--- config.mk ---
export PLATFORM = sky130hd
export DESIGN_NAME = alu_reg_sequencer
export DESIGN_NICKNAME = d
export VERILOG_FILES = /design/src/rtl/alu_pkg.sv /design/src/rtl/alu_regfile.sv /design/src/rtl/alu_reg_sequencer.sv
export SDC_FILE = /design/constraint.sdc
export NUM_CORES = 1
export LEC_CHECK = 0
export ABC_AREA = 1
export BUFFER_PORTS_ARGS = -buffer_cell sky130_fd_sc_hd__buf_2
export CORE_MARGIN = 3
export CORE_UTILIZATION = 50
export CTS_CLUSTER_SIZE = 12
export DETAILED_ROUTE_END_ITERATION = 12
export GPL_TIMING_DRIVEN = 0
export PLACE_DENSITY_LB_ADDON = 0.1
export RECOVER_POWER = 50
export SLEW_MARGIN = 20
export SYNTH_ARGS = -nofsm -noshare
export SYNTH_HDL_FRONTEND = slang
export SYNTH_HIERARCHICAL = 1
export SYNTH_SLANG_ARGS = --single-unit
export TNS_END_PERCENT = 50
--- constraint.sdc ---
create_clock -name clk -period 2.2 [get_ports clk]
set_input_delay 0.11 -clock clk [delete_from_list [all_inputs] [get_ports clk]]
set_output_delay 0.11 -clock clk [all_outputs]
set_load 0.01 [all_outputs]
--- src/rtl/alu_pkg.sv ---
// Shared definitions for the ALU register sequencer: opcodes, FSM states, flag-update selection.
// Latency: n/a (package).
// Backpressure: n/a (package).
package alu_pkg;

    localparam logic [2:0] OP_ADD  = 3'b000;
    localparam logic [2:0] OP_SUB  = 3'b001;
    localparam logic [2:0] OP_COMP = 3'b010;
    localparam logic [2:0] OP_AND  = 3'b011;
    localparam logic [2:0] OP_OR   = 3'b100;
    localparam logic [2:0] OP_NAND = 3'b101;
    localparam logic [2:0] OP_NOR  = 3'b110;
    localparam logic [2:0] OP_XOR  = 3'b111;

    typedef enum logic [1:0] {
        ST_IDLE = 2'd0,
        ST_EXEC = 2'd1,
        ST_WB   = 2'd2
    } state_t;

    // Bit n set means opcode n refreshes C, AC and S (arithmetic ops only).
    localparam logic [7:0] FULL_FLAG_OPS = 8'b0000_0011;

    function automatic logic updates_all_flags(input logic [2:0] op);
        return FULL_FLAG_OPS[op];
    endfunction

endpackage

--- src/rtl/alu_regfile.sv ---
// NREGS x 8-bit register file: one write port, two operand read ports, one host read port.
// Latency: reads are combinational, write lands on the next rising edge.
// Backpressure: none; the owner arbitrates the single write port.
module alu_regfile #(
    parameter int NREGS = 4,
    parameter int AW    = 2
) (
    input  logic          clk,
    input  logic          rst,
    input  logic          we,
    input  logic [AW-1:0] waddr,
    input  logic [7:0]    wdata,
    input  logic [AW-1:0] raddr_a,
    input  logic [AW-1:0] raddr_b,
    input  logic [AW-1:0] raddr_h,
    output logic [7:0]    rdata_a,
    output logic [7:0]    rdata_b,
    output logic [7:0]    rdata_h
);

    logic [7:0] regs [NREGS];

    // Storage: cleared by reset, single write per cycle.
    always_ff @(posedge clk or posedge rst) begin
        if (rst) begin
            for (int i = 0; i < NREGS; i++) begin
                regs[i] <= 8'h00;
            end
        end else if (we) begin
            regs[waddr] <= wdata;
        end
    end

    assign rdata_a = regs[raddr_a];
    assign rdata_b = regs[raddr_b];
    assign rdata_h = regs[raddr_h];

endmodule

--- src/rtl/alu_reg_sequencer.sv ---
// Sequences one command at a time: capture operands, drive the external ALU, write back result and flags.
// Latency: accept at edge T, writeback at T+1, done pulse in the cycle after; one command per 3 cycles.
// Backpressure: cmd_ready only in IDLE and only when no host write is requested.
module alu_reg_sequencer
    import alu_pkg::*;
#(
    parameter int NREGS = 4,
    parameter int AW    = 2
) (
    input  logic          clk,
    input  logic          rst,
    input  logic          cmd_valid,
    output logic          cmd_ready,
    input  logic [2:0]    cmd_op,
    input  logic [AW-1:0] cmd_srca,
    input  logic [AW-1:0] cmd_srcb,
    input  logic [AW-1:0] cmd_dst,
    input  logic          wr_en,
    input  logic [AW-1:0] wr_addr,
    input  logic [7:0]    wr_data,
    input  logic [AW-1:0] rd_addr,
    output logic [7:0]    rd_data,
    output logic [7:0]    alu_a,
    output logic [7:0]    alu_b,
    output logic [2:0]    alu_opcode,
    input  logic [7:0]    alu_res,
    input  logic          alu_c,
    input  logic          alu_ac,
    input  logic          alu_s,
    input  logic          alu_z,
    output logic          flag_c,
    output logic          flag_ac,
    output logic          flag_s,
    output logic          flag_z,
    output logic          done
);

    state_t        state, state_nxt;
    logic [7:0]    op_a, op_b;
    logic [2:0]    op_code;
    logic [AW-1:0] dst;
    logic          accept;
    logic          rf_we;
    logic [AW-1:0] rf_waddr;
    logic [7:0]    rf_wdata;
    logic [7:0]    rf_rdata_a, rf_rdata_b;

    alu_regfile #(.NREGS(NREGS), .AW(AW)) u_regfile (
        .clk     (clk),
        .rst     (rst),
        .we      (rf_we),
        .waddr   (rf_waddr),
        .wdata   (rf_wdata),
        .raddr_a (cmd_srca),
        .raddr_b (cmd_srcb),
        .raddr_h (rd_addr),
        .rdata_a (rf_rdata_a),
        .rdata_b (rf_rdata_b),
        .rdata_h (rd_data)
    );

    // Next state, handshake and the write-port mux (host write in IDLE, writeback in EXEC).
    always_comb begin
        state_nxt = state;
        cmd_ready = 1'b0;
        done      = 1'b0;
        rf_we     = 1'b0;
        rf_waddr  = dst;
        rf_wdata  = alu_res;
        case (state)
            ST_IDLE: begin
                cmd_ready = !wr_en;
                if (wr_en) begin
                    rf_we    = 1'b1;
                    rf_waddr = wr_addr;
                    rf_wdata = wr_data;
                end else if (cmd_valid) begin
                    state_nxt = ST_EXEC;
                end
            end
            ST_EXEC: begin
                rf_we     = 1'b1;
                state_nxt = ST_WB;
            end
            ST_WB: begin
                done      = 1'b1;
                state_nxt = ST_IDLE;
            end
            default: state_nxt = ST_IDLE;
        endcase
    end

    assign accept = cmd_valid && cmd_ready;

    // State register.
    always_ff @(posedge clk or posedge rst) begin
        if (rst) begin
            state <= ST_IDLE;
        end else begin
            state <= state_nxt;
        end
    end

    // Operands are sampled at accept so a destination aliasing a source is harmless.
    always_ff @(posedge clk or posedge rst) begin
        if (rst) begin
            op_a    <= 8'h00;
            op_b    <= 8'h00;
            op_code <= 3'b000;
            dst     <= '0;
        end else if (accept) begin
            op_a    <= rf_rdata_a;
            op_b    <= rf_rdata_b;
            op_code <= cmd_op;
            dst     <= cmd_dst;
        end
    end

    // Flags latch with the writeback; only arithmetic ops refresh C, AC and S.
    always_ff @(posedge clk or posedge rst) begin
        if (rst) begin
            flag_c  <= 1'b0;
            flag_ac <= 1'b0;
            flag_s  <= 1'b0;
            flag_z  <= 1'b0;
        end else if (state == ST_EXEC) begin
            flag_z <= alu_z;
            if (updates_all_flags(op_code)) begin
                flag_c  <= alu_c;
                flag_ac <= alu_ac;
                flag_s  <= alu_s;
            end
        end
    end

    assign alu_a      = op_a;
    assign alu_b      = op_b;
    assign alu_opcode = op_code;

endmodule
==> flow_summary.yaml <==
yosys:
  syn_area_sq_um: 3580
  synth_top_area_frac: 0.412
  synth-seq-cells: 59
  syn_inst: 518
  synth_nets: 555
  synth.area.top_cells: "dfrtp_1, nand2_1, nand3_1"
  synth_cell_types: 18
  synth-warning-count: 6
  synth_top_area_cell: "dfrtp_1"
  avgSynthCellArea_sq_um: 6.92
  yosysSeqAreaShare: 0.412
cts:
  clockBufferDepth: 2
  cts_tree: "done"
  htreeDepth: 3
  cts_made_buffers: 9
  worstSkewPairLatency_ns: 0.34
  clock_sinks: 59
  path_clk_slew_ns: 0.07
  cts-root-buf: "clkbuf_8"
  cts_setup_buffers: 0
timing:
  setup_violations: 0
  skew_ns: 0.00815
  max_freq_mhz: 542
  rsz0062_at_grt: "false"
  tns_ns: 0
  worst_slack_ns: 0.355
  period_needed_ns: 1.84
  max_slew.worst_pin.slew_ns: 1.25
  final_hold_viol_count: 0
  drv_slew: 0
  whs_ns: 0.00712
  slew_headroom: 0.169
  fin_crit_sh: 0.838
power:
  p_leak_nw: 2.46
  p_int_mw: 2.74
  switching_share: 0.395
  fin_total_pwr_mw: 4.54
  p_clk_frac: 0.249
  switching_power_mw: 1.79
  vdd_drop_max_mv: 0.414
  powerDensity_nw_per_um2: 1070
  seqPwrFrac: 0.375
  power_frac_comb: 0.375
drt:
  first_pass_iters: 5
  first_iter_violations: 315
  drtAntennaViolNets: 0
  num_vias: 3593
  routed_wl_mm: 10.0
  routedWlPerCell_um: 14.3
  drc: 0
  avgViaCountPerCell: 5.15
worst_setup_path:
  reg2reg_from: "state[0]$_DFFE_PP0P_"
  arrival_ns: 2.06
  crit_path_end_kind: "register"
  crit_path_max_incr_delay_ns: 0.42
  crit_path_frequent_cell: "nand2_1"
  worstPathRequired_ns: 2.42
  slowest_stage: "dfrtp_1"
  path_class: "reg2reg"
  crit_start: "state[0]$_DFFE_PP0P_"
  cp-start-kind: "register"
  cp_num_buf_inv: 2
  cp_top_family: "simple AND/OR/NAND/NOR gates"
  crit_fanout: 10
  crit_path_cell_trace: "nor2_4 -> nand2_1 -> buf_4 -> nand2_1 -> nand2_1 -> buf_6 -> nor2_8 -> nand2_4 -> nand2_1 -> nand2_1"
finish:
  stdcell_count: 698
  num-fill-cells: 661
  stdcell_area_sq_um: 4240
  nets: 634
  syn_to_final_growth_pct: 18.4
  drive_gt1_frac: 0.166
  utilization: 0.617
  diodes: 0
flow_run:
  cap_violations: 0
placement:
  dpl.hpwl_mm: 7.41
  placed_cell_area_sq_um: 4020
  placedCellCount: 677
  port_buffers: 63
  dp_slack_ns: 0.365
  gp_congestion: 0.951
grt:
  grt_first_pass_wirelength_mm: 16.7
  grt_pass1_vias: 3395
  grt_use_total: 0.254
  grt_max_degree: 33
  overflow: 0
  antenna_found_initial: 0
die:
  initial_utilization: 0.521
  rows: 30
  die_area_sq_um: 8220
  die_w_um: 90.6
  num_io_pins: 70
  die_y_um: 90.6
  core-area_sq_um: 6870
min_path:
  hold_start: "cmd_op[0]"
  worst_hold_path_type: "in2reg"
status:
  status: "completed"
-- cell usage in the layout (no fill, tap or decap), types with 3 or more instances in the layout --
cell and instances:
buf_2 47, buf_4 12, buf_6 4, clkbuf_1 28
clkbuf_8 11, dfrtp_1 59, dlygate4sd3_1 5, inv_1 51
inv_2 5, nand2_1 249, nand3_1 90, nand3_4 3
nand4_1 16, nor2_1 4, o21ai_2 8
-- Yosys cell counts --
cell type and number:
nand2_1 248, nand3_1 90, dfrtp_1 59, inv_1 51, nand4_1 16, buf_4 12, buf_2 8, o21ai_2 8
buf_6 6, inv_2 5, nand2_2 3, nand3_4 3, nor2_1 3, nor2_4 2, clkbuf_1 1, nand2_4 1
nor2_2 1, nor2_8 1
-- cells by family (layout without fill, tap and decap cells) --
family / after synthesis / after routing / synth area share
simple gates: 368 / 368 / 0.453
flops: 59 / 59 / 0.412
buf+inv: 83 / 167 / 0.115
compound gates: 8 / 8 / 0.0196
-- path summary, 6_finish.rpt --
path                                                       end  slack [ns]  depth (start not counted)
worst max-delay path            u_regfile/regs[25]$_DFFE_PP0P_        0.36                         10
worst min-delay path                 alu_opcode[0]$_DFFE_PP0P_       0.007                          3
worst max register to register  u_regfile/regs[25]$_DFFE_PP0P_        0.36                         10
worst min register to register            alu_b[3]$_DFFE_PP0P_        0.47                          2
max in group asynchronous       u_regfile/regs[10]$_DFFE_PP0P_        0.79                          3
min in group asynchronous                 state[0]$_DFFE_PP0P_        0.57                          3
-- power groups by stage --
| stage | clock, mW | sequential (mW) | combinational, mW |
|---|---|---|---|
| floorplan | 0 | 1.73 | 1.13 |
| global placement | 0 | 1.70 | 1.68 |
| detailed placement | 0 | 1.71 | 1.71 |
| CTS | 1.15 | 1.70 | 1.73 |
| global route | 1.20 | 1.75 | 1.93 |
| finish | 1.13 | 1.70 | 1.70 |
-- sequential cells by signal (all words and copies together) (netlist names) --
name,count
dst,2
flag_c,1
state,2
flag_ac,1
alu_opcode,3
alu_b,8
u_regfile/regs,32
flag_z,1
alu_a,8
flag_s,1
-- area by class of cell --
type,instances,area [sq um],share of cell area
multi-input combinational,376,1680,0.397
sequential,59,1480,0.348
timing repair buffer,68,335,0.0791
inverter,56,210,0.0496
buffer,27,186,0.0440
clock buffer,12,155,0.0366
tap,96,120,0.0283
clock inverter,4,72.6,0.0171
-- layer usage --
layer / wire, um / up-vias / part of all wire / GRT usage
li1: - / 1779 / - / -
met1: 4410 / 1639 / 0.44 / 0.349
met2: 4670 / 157 / 0.47 / 0.411
met3: 809 / 18 / 0.081 / 0.0517
met4: 122 / 0 / 0.012 / 0.0663
met5: 0 / - / 0 / 0
-- worst min-delay path, delay by kind of cell --
kind / cells / cell delay, ns
buffers and inverters: 1 / 0.08
and+or+nand+nor: 2 / 0.12
-- what timing repair did --
| action | 4_1_cts | 5_1_grt |
|---|---|---|
| endpoints found under the hold margin | 36 | 0 |
| resized for setup | 0 | 0 |
| hold buffers | 5 | 0 |
(Power assumes the default switching activity.)
